[src/rtl/jtdd_sdram_sched_if.sv]
// SDRAM read-port bundle between the ROM read scheduler and the SDRAM controller.
// The scheduler owns the request side; the controller answers with ack/ready/data.
interface jtdd_sdram_sched_if;
    logic        sdram_req;
    logic [21:0] sdram_addr;
    logic        sdram_ack;
    logic        data_rdy;
    logic [31:0] data_read;
    logic        refresh_en;

    modport master (
        output sdram_req, sdram_addr, refresh_en,
        input  sdram_ack, data_rdy, data_read
    );

    modport slave (
        input  sdram_req, sdram_addr, refresh_en,
        output sdram_ack, data_rdy, data_read
    );
endinterface

[src/rtl/jtdd_sdram_sched.sv]
// Four-slot ROM read scheduler: one 32-bit line cache per slot, round-robin miss service
// over a single SDRAM read port.
module jtdd_sdram_sched #(
    parameter int          AW      = 18,
    parameter logic [21:0] OFFSET0 = 22'h0_0000,
    parameter logic [21:0] OFFSET1 = 22'h1_4000,
    parameter logic [21:0] OFFSET2 = 22'h6_0000,
    parameter logic [21:0] OFFSET3 = 22'h1_8000
) (
    input  logic          clk,
    input  logic          rstn,
    input  logic          downloading,
    input  logic          loop_rst,
    input  logic          slot0_cs,
    input  logic          slot1_cs,
    input  logic          slot2_cs,
    input  logic          slot3_cs,
    input  logic [AW-1:0] slot0_addr,
    input  logic [AW-1:0] slot1_addr,
    input  logic [AW-1:0] slot2_addr,
    input  logic [AW-1:0] slot3_addr,
    output logic          slot0_ok,
    output logic          slot1_ok,
    output logic          slot2_ok,
    output logic          slot3_ok,
    output logic [7:0]    slot0_dout,
    output logic [7:0]    slot1_dout,
    output logic [7:0]    slot2_dout,
    output logic [7:0]    slot3_dout,
    output logic          ready,
    jtdd_sdram_sched_if.master sdram
);
    typedef enum logic [1:0] {IDLE, WAIT_ACK, WAIT_RDY} state_t;

    state_t        state, state_nxt;
    logic [3:0]    cs, hit, pend, valid;
    logic [AW-1:0] addr [4];
    logic [AW-3:0] tag  [4];
    logic [31:0]   line [4];
    logic [1:0]    rr_last, rr_idx, gnt, gnt_nxt;
    logic          gnt_found, fill;
    logic [AW-3:0] req_tag;
    logic          req_q, refresh_q;
    logic [21:0]   addr_q, addr_nxt;

    function automatic logic [21:0] slot_offset(input logic [1:0] s);
        case (s)
            2'd0:    return OFFSET0;
            2'd1:    return OFFSET1;
            2'd2:    return OFFSET2;
            default: return OFFSET3;
        endcase
    endfunction

    assign cs      = {slot3_cs, slot2_cs, slot1_cs, slot0_cs};
    assign addr[0] = slot0_addr;
    assign addr[1] = slot1_addr;
    assign addr[2] = slot2_addr;
    assign addr[3] = slot3_addr;

    // NOTE: every always_comb output gets a default before any branch, so no latch is inferred.
    always_comb begin
        hit  = '0;
        pend = '0;
        for (int i = 0; i < 4; i++) begin
            hit[i]  = valid[i] && (tag[i] == addr[i][AW-1:2]);
            pend[i] = cs[i] && !hit[i] && !downloading;
        end
    end

    assign slot0_ok   = cs[0] && hit[0];
    assign slot1_ok   = cs[1] && hit[1];
    assign slot2_ok   = cs[2] && hit[2];
    assign slot3_ok   = cs[3] && hit[3];
    assign slot0_dout = line[0][{slot0_addr[1:0], 3'b000} +: 8];
    assign slot1_dout = line[1][{slot1_addr[1:0], 3'b000} +: 8];
    assign slot2_dout = line[2][{slot2_addr[1:0], 3'b000} +: 8];
    assign slot3_dout = line[3][{slot3_addr[1:0], 3'b000} +: 8];

    // Search starts one past the last winner, so a busy slot cannot starve the rest.
    always_comb begin
        gnt_found = 1'b0;
        gnt_nxt   = rr_last;
        rr_idx    = rr_last;
        for (int k = 1; k <= 4; k++) begin
            rr_idx = rr_last + 2'(k);
            if (!gnt_found && pend[rr_idx]) begin
                gnt_found = 1'b1;
                gnt_nxt   = rr_idx;
            end
        end
        addr_nxt = slot_offset(gnt_nxt) + 22'({addr[gnt_nxt][AW-1:2], 1'b0});
    end

    always_comb begin
        state_nxt = state;
        if (downloading) begin
            state_nxt = IDLE;
        end else begin
            case (state)
                IDLE:     if (gnt_found)       state_nxt = WAIT_ACK;
                WAIT_ACK: if (sdram.sdram_ack) state_nxt = WAIT_RDY;
                WAIT_RDY: if (sdram.data_rdy)  state_nxt = IDLE;
                default:                       state_nxt = IDLE;
            endcase
        end
    end

    // NOTE: all sequential state is written with non-blocking assignments so every
    // register samples pre-edge values regardless of block ordering.
    always_ff @(posedge clk or negedge rstn) begin
        if (!rstn) state <= IDLE;
        else       state <= state_nxt;
    end

    always_ff @(posedge clk or negedge rstn) begin
        if (!rstn) begin
            rr_last   <= 2'd3;
            gnt       <= 2'd0;
            req_tag   <= '0;
            req_q     <= 1'b0;
            addr_q    <= '0;
            refresh_q <= 1'b1;
            ready     <= 1'b0;
        end else begin
            refresh_q <= (state == IDLE) && (pend == 4'd0);
            ready     <= !downloading && (ready || state == IDLE);
            if (downloading) begin
                req_q <= 1'b0;
            end else begin
                case (state)
                    IDLE: if (gnt_found) begin
                        gnt     <= gnt_nxt;
                        req_tag <= addr[gnt_nxt][AW-1:2];
                        rr_last <= gnt_nxt;
                        req_q   <= 1'b1;
                        addr_q  <= addr_nxt;
                    end
                    WAIT_ACK: if (sdram.sdram_ack) req_q <= 1'b0;
                    default: ;
                endcase
            end
        end
    end

    assign fill = (state == WAIT_RDY) && sdram.data_rdy && !downloading;

    // NOTE: the line storage is reset along with tags so slot bytes read 0 out of reset.
    always_ff @(posedge clk or negedge rstn) begin
        if (!rstn) begin
            valid <= '0;
            for (int i = 0; i < 4; i++) begin
                line[i] <= '0;
                tag[i]  <= '0;
            end
        end else begin
            if (downloading || loop_rst) valid <= '0;
            // A fill landing with loop_rst still marks its own line valid.
            if (fill) begin
                line[gnt]  <= sdram.data_read;
                tag[gnt]   <= req_tag;
                valid[gnt] <= 1'b1;
            end
        end
    end

    assign sdram.sdram_req  = req_q;
    assign sdram.sdram_addr = addr_q;
    assign sdram.refresh_en = refresh_q;
endmodule

[src/flat_wrapper.sv]
// flat-port wrapper written by rule: the top's interface ports become plain ports
module jtdd_sdram_sched_flat 
#(
    parameter int          AW      = 18,
    parameter logic [21:0] OFFSET0 = 22'h0_0000,
    parameter logic [21:0] OFFSET1 = 22'h1_4000,
    parameter logic [21:0] OFFSET2 = 22'h6_0000,
    parameter logic [21:0] OFFSET3 = 22'h1_8000
)
  (clk, rstn, downloading, loop_rst, slot0_cs, slot1_cs, slot2_cs, slot3_cs, slot0_addr, slot1_addr, slot2_addr, slot3_addr, slot0_ok, slot1_ok, slot2_ok, slot3_ok, slot0_dout, slot1_dout, slot2_dout, slot3_dout, ready, sdram_sdram_req, sdram_sdram_addr, sdram_refresh_en, sdram_sdram_ack, sdram_data_rdy, sdram_data_read);
  jtdd_sdram_sched_if sdram_i ();
  input  logic clk;
  input  logic rstn;
  input  logic downloading;
  input  logic loop_rst;
  input  logic slot0_cs;
  input  logic slot1_cs;
  input  logic slot2_cs;
  input  logic slot3_cs;
  input  logic [AW-1:0] slot0_addr;
  input  logic [AW-1:0] slot1_addr;
  input  logic [AW-1:0] slot2_addr;
  input  logic [AW-1:0] slot3_addr;
  output logic slot0_ok;
  output logic slot1_ok;
  output logic slot2_ok;
  output logic slot3_ok;
  output logic [7:0] slot0_dout;
  output logic [7:0] slot1_dout;
  output logic [7:0] slot2_dout;
  output logic [7:0] slot3_dout;
  output logic ready;
  output wire logic [$bits(sdram_i.sdram_req)-1:0] sdram_sdram_req;
  output wire logic [$bits(sdram_i.sdram_addr)-1:0] sdram_sdram_addr;
  output wire logic [$bits(sdram_i.refresh_en)-1:0] sdram_refresh_en;
  input wire logic [$bits(sdram_i.sdram_ack)-1:0] sdram_sdram_ack;
  input wire logic [$bits(sdram_i.data_rdy)-1:0] sdram_data_rdy;
  input wire logic [$bits(sdram_i.data_read)-1:0] sdram_data_read;
  assign sdram_sdram_req = sdram_i.sdram_req;
  assign sdram_sdram_addr = sdram_i.sdram_addr;
  assign sdram_refresh_en = sdram_i.refresh_en;
  assign sdram_i.sdram_ack = sdram_sdram_ack;
  assign sdram_i.data_rdy = sdram_data_rdy;
  assign sdram_i.data_read = sdram_data_read;
  jtdd_sdram_sched #(.AW(AW), .OFFSET0(OFFSET0), .OFFSET1(OFFSET1), .OFFSET2(OFFSET2), .OFFSET3(OFFSET3)) u_core (.clk(clk), .rstn(rstn), .downloading(downloading), .loop_rst(loop_rst), .slot0_cs(slot0_cs), .slot1_cs(slot1_cs), .slot2_cs(slot2_cs), .slot3_cs(slot3_cs), .slot0_addr(slot0_addr), .slot1_addr(slot1_addr), .slot2_addr(slot2_addr), .slot3_addr(slot3_addr), .slot0_ok(slot0_ok), .slot1_ok(slot1_ok), .slot2_ok(slot2_ok), .slot3_ok(slot3_ok), .slot0_dout(slot0_dout), .slot1_dout(slot1_dout), .slot2_dout(slot2_dout), .slot3_dout(slot3_dout), .ready(ready), .sdram(sdram_i));
endmodule
[config.mk]
export PLATFORM = sky130hd
export DESIGN_NAME = jtdd_sdram_sched_flat
export DESIGN_NICKNAME = d
export VERILOG_FILES = /design/src/rtl/jtdd_sdram_sched_if.sv /design/src/rtl/jtdd_sdram_sched.sv /design/src/flat_wrapper.sv
export SDC_FILE = /design/constraint.sdc
export NUM_CORES = 1
export LEC_CHECK = 0
export ABC_AREA = 0
export CAP_MARGIN = 5
export CORE_AREA = 2 2 140 142
export DETAILED_ROUTE_END_ITERATION = 7
export DIE_AREA = 0 0 142 144
export HOLD_SLACK_MARGIN = 0.08
export PLACE_DENSITY = 0.93
export SLEW_MARGIN = 15
export SYNTH_ARGS = -nofsm -noshare
export SYNTH_HDL_FRONTEND = slang
export SYNTH_SLANG_ARGS = --single-unit
[constraint.sdc]
create_clock -name clk -period 10.2 [get_ports clk]
set_input_delay 1.53 -clock clk [delete_from_list [all_inputs] [get_ports clk]]
set_output_delay 1.53 -clock clk [all_outputs]
set_load 0.01 [all_outputs]
# After elaboration in Yosys (flattened, before gate mapping)
# Cells that the tools add are included.
# totals
memories,0
latch_bits,0
mem_bits_ro,0
out_inout_bits,61
ramBits,0
word_cells,130
ff_bits,243
# classes
mux,39
bitwise_logic,4
shifts,4
mul,0
eq_ne,11
order_cmp,9
n_addsub,4
div_mod_pow,0
reduce_logical,42
# op_table
op,count
$bwmux W128,1
$shiftx A32 B6 Y8,4
$bwmux W64,1
$demux W32 S2,1
$eq A16 B16 Y1,4
$pmux W19 S3,1
$bmux W18 S2,1
$mux W18,2
$demux W16 S2,1
$mux W32,1
$logic_and A1 B1 Y1,25
$add A19 B17 Y20,1
$mux W16,1
$mux W2,8
$lt A2 B3 Y1 const B,5
$mux W1,12
$reduce_and A3 Y1,3
$bmux W1 S2,4
$logic_not A1 Y1,8
$mux W4,2
$ge A3 B3 Y1 const B,2
$ne A3 B3 Y1 const B,2
$not A2 Y3,2
$pmux W2 S3,1
other kinds (15),20

# Logic depth before layout (Yosys ltp)
# Gate-level depths: netlist of the first run.
# logic_depth
depth_word,22
mapped_depth,14
depth_no_buf,13

# Worst setup path after synthesis of the first run
# Ideal clock, no wire load.
# synth_timing
path_type,input to register
startpoint,input slot0_addr[4]
endpoint,register u_core.addr_q[17] (netlist: u_core.sdram.sdram_addr[17])
setup_time_ns,0.087
required_ns,10.113
t_arrival_ns,4.417
setup_slack_ns,5.696
path_buffers,1
stages,14
path_cell_list,xnor2_1 > nand2_1 > or4b_1 > o21ai_0 > a22oi_1 > o21ai_1 > buf_4 > mux2i_1 > mux2i_1 > ha_1 > a21o_1 > a21oi_1 > or4b_1 > o211ai_1
# synth_between
elab_chain_cells,22
word_cells_on_any_way,37
classes_between,1 x add/sub; 3 x eq/ne; 20 x mux; 1 x bitwise; 12 x reduce/logical
# synth_rtl
element,line,rtl
from (decl),flat_wrapper.sv:20,input logic [AW-1:0] slot0_addr;
$eq A16 B16 Y1,jtdd_sdram_sched.sv:66,hit[i] = valid[i] && (tag[i] == addr[i][AW-1:2]);
$logic_and A1 B1 Y1,jtdd_sdram_sched.sv:66,
$logic_not A1 Y1,jtdd_sdram_sched.sv:67,pend[i] = cs[i] && !hit[i] && !downloading;
$logic_and A1 B1 Y1 (2 in series),jtdd_sdram_sched.sv:67,
$bmux W1 S2,jtdd_sdram_sched.sv:87,if (!gnt_found && pend[rr_idx]) begin
$mux W1 (implied by the code),jtdd_sdram_sched.sv:87,
$mux W1,jtdd_sdram_sched.sv:87,
$logic_not A1 Y1,jtdd_sdram_sched.sv:87,
(+4 left out),-,
$mux W1,jtdd_sdram_sched.sv:87,
$logic_not A1 Y1,jtdd_sdram_sched.sv:87,
$logic_and A1 B1 Y1,jtdd_sdram_sched.sv:87,
$mux W2,jtdd_sdram_sched.sv:87,
$not A2 Y3 (implied by the code),jtdd_sdram_sched.sv:92,"addr_nxt = slot_offset(gnt_nxt) + 22'({addr[gnt_nxt][AW-1:2], 1'b0});"
$bmux W18 S2,jtdd_sdram_sched.sv:92,
$mux W18 (implied by the code) (2 in series),jtdd_sdram_sched.sv:92,
$add A19 B17 Y20,jtdd_sdram_sched.sv:92,
to (signal assigned),jtdd_sdram_sched.sv:137,addr_q <= addr_nxt;
to (decl),jtdd_sdram_sched.sv:44,"logic [21:0] addr_q, addr_nxt;"
# Several ways; a longest one is shown, not always the timed one. The select of a mux whose other input is x is not followed.
# A chain may end at the register's enable or synchronous reset.

# Worst setup path after layout of the first run
# layout_timing
startpoint,input slot0_addr[17]
endpoint,register u_core.addr_q[17] (netlist: u_core.sdram.sdram_addr[17])
# Same word-level chain as after synthesis.

==> impl_metrics.json, run 1 <==
{
  "worst_slack_ns": 4.82,
  "start_util_pct": 56.8,
  "slowest_stage": "or4b_1",
  "syn-cell-area_mm2": 0.0108,
  "hold_path_end": "u_core.valid[3]",
  "peakVddDrop_v": 0.000172,
  "postSynthCellCount": 767,
  "p_leak_nw": 6.26,
  "synth_top_area_cell": "dfrtp_1",
  "max_slew.worst_pin.slew_ns": 1.12,
  "die_w_um": 142,
  "antenna_left": 0,
  "crit_arrival_ns": 5.81,
  "hold_depth": 1,
  "fillCellCount": 1214,
  "yosysWarningCount": 0,
  "relSlewSlack_pct": 25.3,
  "cts-root-buf": "clkbuf_16",
  "crit_path_start_kind": "input pin",
  "die_area_mm2": 0.0204,
  "grt_max_degree": 85,
  "powerDensity_mw_per_mm2": 221,
  "cts_resized": 0,
  "cts_max_level": 1,
  "timing.rr.end": "u_core.sdram.sdram_addr[17]",
  "period_needed_ns": 5.38,
  "synth.distinct_cells": 51,
  "io_buffers": 171,
  "fin_nets": 1032,
  "hold_path_startpoint": "u_core.valid[3]",
  "postCtsSetupRepairBufs": 0,
  "max_freq_mhz": 186,
  "finalSetupViolations": 0,
  "synthArstFlopShare_pct": 100,
  "drive_gt1_share_pct": 32.3,
  "grt.overflow.total": 0,
  "critPathMaxFanout": 28,
  "drc": 0,
  "seq_area_mm2": 0.00568,
  "worstHoldPathType": "reg -> reg",
  "row_count": 51,
  "setup-tns-final_ns": 0,
  "timing.rr.start": "u_core.tag[50]",
  "status": "finished, final reports clean",
  "r2r_cells": 14,
  "yosysTopAreaCellShare_pct": 51.7,
  "grtUsageTotal_pct": 27.7,
  "hpwlAfterDp_mm": 18.3,
  "required_ns": 10.63,
  "drt_wl_total_mm": 27.7,
  "clk_latency_ns": 0.52,
  "ys_seq_area_share_pct": 52.4,
  "area_growth_pct": 24.0,
  "first_pass_iters": 5,
  "via_count": 7049,
  "gp_congestion": 0.905,
  "yosys-top-cells-count": "224 x dfrtp_1, 195 x mux2_2, 41 x xnor2_1, 37 x nand2_1, 35 x mux2i_1",
  "io_pins": 175,
  "grt_setup_unrepaired": "no",
  "cts_made_buffers": 25,
  "grt_pass1_wl_mm": 43.2,
  "ys_ff_latch": 227,
  "netlist_top_cells_area": "dfrtp_1 52%, mux2_2 20%, mux4_2 6.6%, xnor2_1 3.3%, mux2i_1 3.2%",
  "synth_ff_type": "dfrtp_1",
  "place_ws_ns": 4.48,
  "drtIter0Drc": 380,
  "die_h_um": 144,
  "multi_input_area_mm2": 0.00482,
  "core_mm2": 0.0191,
  "viasPerCell": 6.02,
  "maxCapViolCount": 0,
  "post-route-util_pct": 70.4,
  "ctsHoldBuffers": 0,
  "path_clk_slew_ns": 0.06,
  "path_class": "in -> reg",
  "yosys.cell_count.top_type": "dfrtp_1",
  "synth_area_per_cell_um2": 14.1,
  "crit_path_end_kind": "flip-flop",
  "reg2reg_slack_ns": 6.00,
  "cts.path.max_buffers": 3,
  "post-route-period-util_pct": 52.7,
  "wl_per_cell_um": 23.6,
  "cts.sinks": 227,
  "crit_chain": "clkdlybuf4s50_1, xnor2_1, nand2_1, or4b_1, o21ai_0, a22oi_1, o21ai_4, buf_4, mux2i_1, mux2i_1, ha_1, a21o_1, a21oi_1, or4b_1, o211ai_1",
  "synth_edf_count": 0,
  "grt_pass1_vias": 7669,
  "report.final.slew_viol_count": 0,
  "antenna_found_initial": 0,
  "slowest_delay_ns": 0.52,
  "diodes": 0,
  "cts_tree": "done",
  "finalHoldViolCount": 0,
  "clock_skew_ns": 0.0116
}
-- metal layers --
metal | share of wire, % | GRT usage (%) | vias to the layer above
met5 | 0 | 0 | -
li1 | - | - | 3064
met1 | 40 | 35.6 | 3640
met4 | 3.2 | 10.0 | 0
met2 | 50 | 47.6 | 279
met3 | 6.3 | 4.70 | 66
-- cell families (layout without fill, tap and decap cells) --
logic type / after synthesis / count (layout) / share of synthesized area [%]
compound gates: 42 / 42 / 3.41
flops: 227 / 227 / 52.4
simple gates: 98 / 98 / 4.81
mux: 262 / 262 / 30.1
other cells: 1 / 3 / 0.0346
buf+inv: 68 / 232 / 3.39
fa+ha+maj: 4 / 4 / 0.531
xor+xnor: 65 / 65 / 5.25
-- power breakdown --
| part | leakage, nW | switching [mW] | internal [mW] | total (mW) |
|---|---|---|---|---|
| combinational | 2.78 | 0.337 | 0.444 | 0.781 |
| clock | 0.421 | 0.365 | 0.534 | 0.899 |
| sequential | 3.06 | 0.171 | 1.11 | 1.29 |
-- metrics by stage --
step	area [um^2]	power, mW	hold WS (ns)	instances
final	13400	2.96	0.475	1171
after global routing	13400	3.10	0.505	1171
after CTS	13400	2.97	0.475	1171
after detailed placement	12600	2.06	0.460	1125
after global placement	12600	2.02	0.453	1125
after floorplan	10800	1.75	0.439	769
-- layout make-up --
class                           instances  share of cell area (%)
Tap cell                              238                    2.22
Inverter                                7                   0.196
Timing Repair Buffer                  179                    13.2
Clock inverter                         12                   0.736
Sequential cell                       227                    42.3
Multi-Input combinational cell        474                    35.8
Clock buffer                           34                    5.50
-- state kept, by name, summed over array words and instances, names as in the netlist --
register	flops
u_core.line	128
u_core.tag	64
u_core.req_tag	16
u_core.sdram.sdram_addr	6
u_core.valid	4
u_core.gnt	2
u_core.rr_last	2
u_core.state	2
u_core.ready	1
u_core.sdram.refresh_en	1
u_core.sdram.sdram_req	1
-- worst max path at each step --
stage               cells after the start                           to      startpoint  slack [ns]
floorplan                              14  u_core.sdram.sdram_addr[17]   slot0_addr[4]        5.70
global placement                       15  u_core.sdram.sdram_addr[17]   slot0_addr[4]        4.56
detailed placement                     15  u_core.sdram.sdram_addr[17]   slot0_addr[4]        4.48
CTS                                    15  u_core.sdram.sdram_addr[17]   slot0_addr[4]        4.86
global route                           15  u_core.sdram.sdram_addr[17]  slot0_addr[17]        4.57
finish                                 15  u_core.sdram.sdram_addr[17]  slot0_addr[17]        4.82
-- placed cells by master (no fill, tap or decap), types with 9 or more instances in the layout --
cell type and n:
clkdlybuf4s50_1 170, nor4_1 9, xor2_1 24, mux4_2 32, o221ai_2 9, mux2_2 195
dfrtp_1 224, xnor2_1 41, nor2_1 9, clkbuf_16 25, mux2i_1 35, nand2_1 37
-- critical path, delay by kind of cell --
family / cells / cell delay [ns]
muxes: 2 / 0.54
and+or+nand+nor: 3 / 1.04
buffers and inverters: 2 / 1.01
adders and majority gates: 1 / 0.22
AOI/OAI and AO/OA: 6 / 1.14
xor gates and xnor gates: 1 / 0.32
Power figures use the tool's default switching activity.
==> inputs of run 2 (changes only) <==
CORE_AREA = 2 2 145 147   (was 2 2 140 142)
DIE_AREA = 0 0 147 149   (was 0 0 142 144)
PLACE_DENSITY = 0.88   (was 0.93)
clock period = 5.2 ns   (was 10.2 ns; I/O delays follow)
==> impl_metrics.json, run 2 (same netlist as run 1, synthesis figures left out) <==
{
  "final_cell_mix": "224 x dfrtp_1, 195 x mux2_2, 170 x clkdlybuf4s50_1",
  "core_mm2": 0.0206,
  "cts-root-buf": "clkbuf_16",
  "final_cell_area_mm2": 0.0136,
  "drive_gt1_share_pct": 32.2,
  "largest_reg_flops": 128,
  "die_w_um": 147,
  "finalSetupViolations": 0,
  "path_clk_slew_ns": 0.06,
  "antenna_found_initial": 1,
  "report.final.slew_viol_count": 0,
  "antenna_left": 0,
  "top_regs": "u_core.line (128), u_core.tag (64), u_core.req_tag (16)",
  "grt_max_degree": 119,
  "area_growth_pct": 25.2,
  "setup-tns-final_ns": 0,
  "finalHoldViolCount": 0,
  "crit_arrival_ns": 4.78,
  "diodes": 0,
  "crit_path_end_kind": "flip-flop",
  "powerDensity_mw_per_mm2": 434,
  "cts_max_level": 1,
  "grt_setup_unrepaired": "no",
  "maxCapViolCount": 0,
  "critPathMaxFanout": 11,
  "ctsHoldBuffers": 0,
  "row_count": 53,
  "grt_pass1_vias": 7535,
  "peakVddDrop_v": 0.000308,
  "grtUsageTotal_pct": 24.8,
  "timing.hold.ws_ns": 0.335,
  "viasPerCell": 5.77,
  "total_power_mw": 5.89,
  "cts_tree": "done",
  "drt_wl_total_mm": 26.9,
  "final_cells": 1211,
  "io_buffers": 171,
  "required_ns": 5.62,
  "max_slew.worst_pin.slew_ns": 1.09,
  "wl_met3_mm": 1.63,
  "grt_pass1_wl_mm": 42.1,
  "fin_nets": 1037,
  "top_register": "u_core.line",
  "die_h_um": 149,
  "postCtsSetupRepairBufs": 0,
  "wl_met2_mm": 12.9,
  "path_class": "in -> reg",
  "wl_met1_mm": 11.2,
  "post-route-period-util_pct": 83.7,
  "gp_congestion": 0.880,
  "crit_path_start_kind": "input pin",
  "drc": 0,
  "period_needed_ns": 4.35,
  "relSlewSlack_pct": 26.8,
  "cts.sinks": 227,
  "grt.overflow.total": 0,
  "wl_per_cell_um": 22.2,
  "clock_skew_ns": 0.0201,
  "cts_resized": 0,
  "start_util_pct": 52.7,
  "status": "finished, final reports clean",
  "die_area_mm2": 0.0219,
  "cts_made_buffers": 25,
  "dpl_cell_area_mm2": 0.0127,
  "cts.path.max_buffers": 3,
  "drtIter0Drc": 339,
  "layout_commonest_cell": "dfrtp_1",
  "clk_latency_ns": 0.52,
  "dp_cells": 1167,
  "p_leak_nw": 6.30,
  "via_count": 6983,
  "first_pass_iters": 4,
  "max_freq_mhz": 230,
  "routed.top_layer": "met5",
  "worstHoldPathType": "in -> async",
  "hpwlAfterDp_mm": 17.9,
  "io_pins": 175
}
run 2: cell types whose count changed in the layout (fill, tap and decap cells not counted):
cell	previous run	this run
buf_4	8	11
bufinv_16	1	4
clkbuf_1	1	4
clkbuf_8	8	5
clkinv_2	7	4
buf_12	0	2
clkinv_4	2	0
clkinvlp_4	1	0
inv_6	1	2
run 2: stage by stage:
step / utilization (%) / setup WS (ns)
3_5_place_dp: 61.8 / 0.380
5_1_grt: 66.0 / 0.567
6_report: 66.0 / 0.847
3_3_place_gp: 61.8 / 0.551
4_1_cts: 66.0 / 0.909
2_1_floorplan: - / 1.45
run 2: worst paths after layout:
kind,slack [ns],end,depth (start not counted),startpoint
max,0.85,u_core.sdram.sdram_addr[17],14,slot3_addr[3]
min in group clk,0.47,u_core.valid[1],2,u_core.valid[1]
min,0.34,u_core.tag[22],1,rstn
max in group asynchronous,3.75,u_core.line[2],2,rstn
min reg2reg,0.47,u_core.valid[1],2,u_core.valid[1]
max reg2reg,1.15,u_core.sdram.sdram_addr[17],13,u_core.tag[1]
run 2: layer usage:
metal / track usage (%) / vias to the layer above
li1: - / 3072
met1: 32.3 / 3583
met2: 41.6 / 251
met3: 4.89 / 75
met4: 9.57 / 2
met5: 0 / -
run 2: final cells by class:
class	instances	area [um^2]
clock buffer	34	709
clock inverter	10	158
fill	1442	6980
inverter	7	26.3
multi-input combinational	474	4820
sequential	227	5680
tap	275	344
timing repair buffer	184	1840
run 2: worst max-delay path: stages:
cell,delay (ns)
clkdlybuf4s50_1,0.49
xnor2_1,0.14
nand4_1,0.18
nor4_1,0.68
a2111oi_0,0.26
a311oi_1,0.38
o21ai_4,0.23
mux2i_1,0.33
mux2i_1,0.15
ha_1,0.29
a21o_1,0.17
a21oi_1,0.15
or4b_1,0.44
o211ai_1,0.10
run 2: power breakdown:
| group | leakage (nW) | switching, mW | internal [mW] |
|---|---|---|---|
| clock | 0.430 | 0.703 | 1.15 |
| combinational | 2.81 | 0.646 | 0.878 |
| sequential | 3.06 | 0.323 | 2.19 |
| total | 6.30 | 1.67 | 4.22 |
==> inputs of run 3 (changes only) <==
CORE_AREA = 2 2 152 154   (was 2 2 145 147)
DIE_AREA = 0 0 154 156   (was 0 0 147 149)
PLACE_DENSITY = 0.84   (was 0.88)
clock period = 4 ns   (was 5.2 ns; I/O delays follow)
==> impl_metrics.json, run 3 (same netlist as run 1, synthesis figures left out) <==
{
  "path_delay_family": "simple AND/OR/NAND/NOR gates",
  "critPathMaxFanout": 8,
  "die_area_mm2": 0.0240,
  "final_cell_area_mm2": 0.0138,
  "relSlewSlack_pct": 35.4,
  "first_pass_iters": 4,
  "viasPerCell": 5.64,
  "drive_gt1_share_pct": 33.9,
  "fin_nets": 1062,
  "max_freq_mhz": 266,
  "status": "finished, final reports clean",
  "row_count": 55,
  "slowest_stage": "or4b_1",
  "grt.overflow.total": 0,
  "grt_setup_unrepaired": "no",
  "required_ns": 4.42,
  "largest_reg_flops": 128,
  "postCtsSetupRepairBufs": 0,
  "layout_commonest_cell": "dfrtp_1",
  "top_regs": "u_core.line (128), u_core.tag (64), u_core.req_tag (16)",
  "path_class": "in -> reg",
  "dpl_cell_area_mm2": 0.0129,
  "hpwlAfterDp_mm": 18.2,
  "p_leak_nw": 6.40,
  "seq_area_mm2": 0.00568,
  "gp_congestion": 0.878,
  "timing.rr.start": "u_core.tag[50]",
  "total_power_mw": 7.52,
  "final_cell_mix": "224 x dfrtp_1, 195 x mux2_2, 170 x clkdlybuf4s50_1",
  "grt_max_degree": 126,
  "core_mm2": 0.0224,
  "peakVddDrop_v": 0.000553,
  "crit_path_start_kind": "input pin",
  "cts.sinks": 227,
  "grtUsageTotal_pct": 22.0,
  "multi_input_area_mm2": 0.00482,
  "drt_wl_total_mm": 26.1,
  "start_util_pct": 48.5,
  "cts.path.max_buffers": 3,
  "r2r_cells": 13,
  "io_pins": 175,
  "path_clk_slew_ns": 0.06,
  "antenna_found_initial": 0,
  "worstHoldPathType": "in -> async",
  "die_w_um": 154,
  "finalHoldViolCount": 0,
  "powerDensity_mw_per_mm2": 547,
  "cts-root-buf": "clkbuf_16",
  "grt_pass1_vias": 7433,
  "crit_chain": "clkdlybuf4s50_1, xnor2_1, nand2_1, or4b_1, o21ai_1, a22oi_1, o21ai_4, buf_4, mux2i_1, mux2i_1, ha_1, a21oi_1, or4b_1, o211ai_1",
  "max_slew.worst_pin.slew_ns": 0.969,
  "drtIter0Drc": 362,
  "fillCellCount": 1623,
  "clk_latency_ns": 0.52,
  "path_buf_inv": 2,
  "cts_tree": "done",
  "area_growth_pct": 26.9,
  "crit_path_end_kind": "flip-flop",
  "drc": 0,
  "crit_arrival_ns": 4.18,
  "cts_made_buffers": 24,
  "top_register": "u_core.line",
  "via_count": 7032,
  "antenna_left": 0,
  "wl_per_cell_um": 21.0,
  "finalSetupViolations": 0,
  "cts_max_level": 1,
  "slowest_delay_ns": 0.53,
  "report.final.slew_viol_count": 0,
  "reg2reg_slack_ns": 0.50,
  "die_h_um": 156,
  "timing.hold.ws_ns": 0.150,
  "timing.rr.end": "u_core.sdram.sdram_addr[17]",
  "diodes": 0,
  "post-route-period-util_pct": 94.0,
  "io_buffers": 171,
  "maxCapViolCount": 0,
  "period_needed_ns": 3.76,
  "grt_pass1_wl_mm": 41.2,
  "clock_skew_ns": 0.0204
}
[run 3: cell types whose count changed in the layout (fill, tap and decap cells not counted)]
cell | before | now
buf_4 | 11 | 35
buf_12 | 2 | 4
bufinv_16 | 4 | 2
clkinvlp_4 | 0 | 2
a311oi_1 | 1 | 0
a311oi_2 | 0 | 1
clkbuf_1 | 4 | 5
clkbuf_16 | 25 | 24
clkinv_2 | 4 | 3
clkinv_8 | 0 | 1
inv_6 | 2 | 1
o21ai_0 | 4 | 3
o21ai_1 | 0 | 1
[run 3: worst max path at each step]
stage / start / end / slack (ns) / depth (start not counted)
2_1_floorplan: slot0_addr[4] / u_core.sdram.sdram_addr[17] / 0.43 / 14
3_3_place_gp: slot3_addr[17] / u_core.sdram.sdram_addr[17] / -0.21 / 15
3_5_place_dp: slot0_addr[4] / u_core.sdram.sdram_addr[17] / -0.25 / 14
4_1_cts: slot3_addr[17] / u_core.sdram.sdram_addr[17] / 0.26 / 15
5_1_grt: slot0_addr[4] / u_core.sdram.sdram_addr[17] / 0.06 / 14
6_report: slot0_addr[4] / u_core.sdram.sdram_addr[17] / 0.24 / 14
[run 3: stage by stage]
stage          setup TNS [ns]  util (%)  setup WS (ns)  std cells
2_1_floorplan               0         -          0.426        769
3_5_place_dp           -0.370      57.9         -0.248       1203
3_3_place_gp           -0.264      57.9         -0.214       1203
4_1_cts                     0      61.5          0.257       1246
6_report                    0      61.5          0.240       1246
5_1_grt                     0      61.5         0.0577       1246
[run 3: routing by layer]
layer / vias to the layer above / GRT usage [%] / share of wire (%)
met5: - / 0 / 0
met4: 0 / 6.99 / 3.0
met3: 54 / 4.47 / 6.4
met2: 219 / 36.0 / 47
met1: 3621 / 29.7 / 43
li1: 3138 / - / -
[run 3: area by class of cell]
| type | instances | area share [%] |
|---|---|---|
| clock buffer | 34 | 5.00 |
| clock inverter | 9 | 0.837 |
| inverter | 7 | 0.191 |
| multi-input combinational | 474 | 35.1 |
| sequential | 227 | 41.3 |
| tap | 285 | 2.59 |
| timing repair buffer | 210 | 15.0 |
[run 3: power by group]
| group | switching (mW) | leakage, nW | internal [mW] |
|---|---|---|---|
| registers | 0.409 | 3.06 | 2.84 |
| logic | 0.838 | 2.95 | 1.20 |
| clock network | 0.898 | 0.389 | 1.33 |
| total | 2.14 | 6.40 | 5.38 |
[run 3: timing repair]
action / in CTS / in global routing
endpoints found under the hold margin: 0 / 0
resized for setup: 0 / 2
endpoints found under the setup margin: 0 / 1
hold buffers: 0 / 0
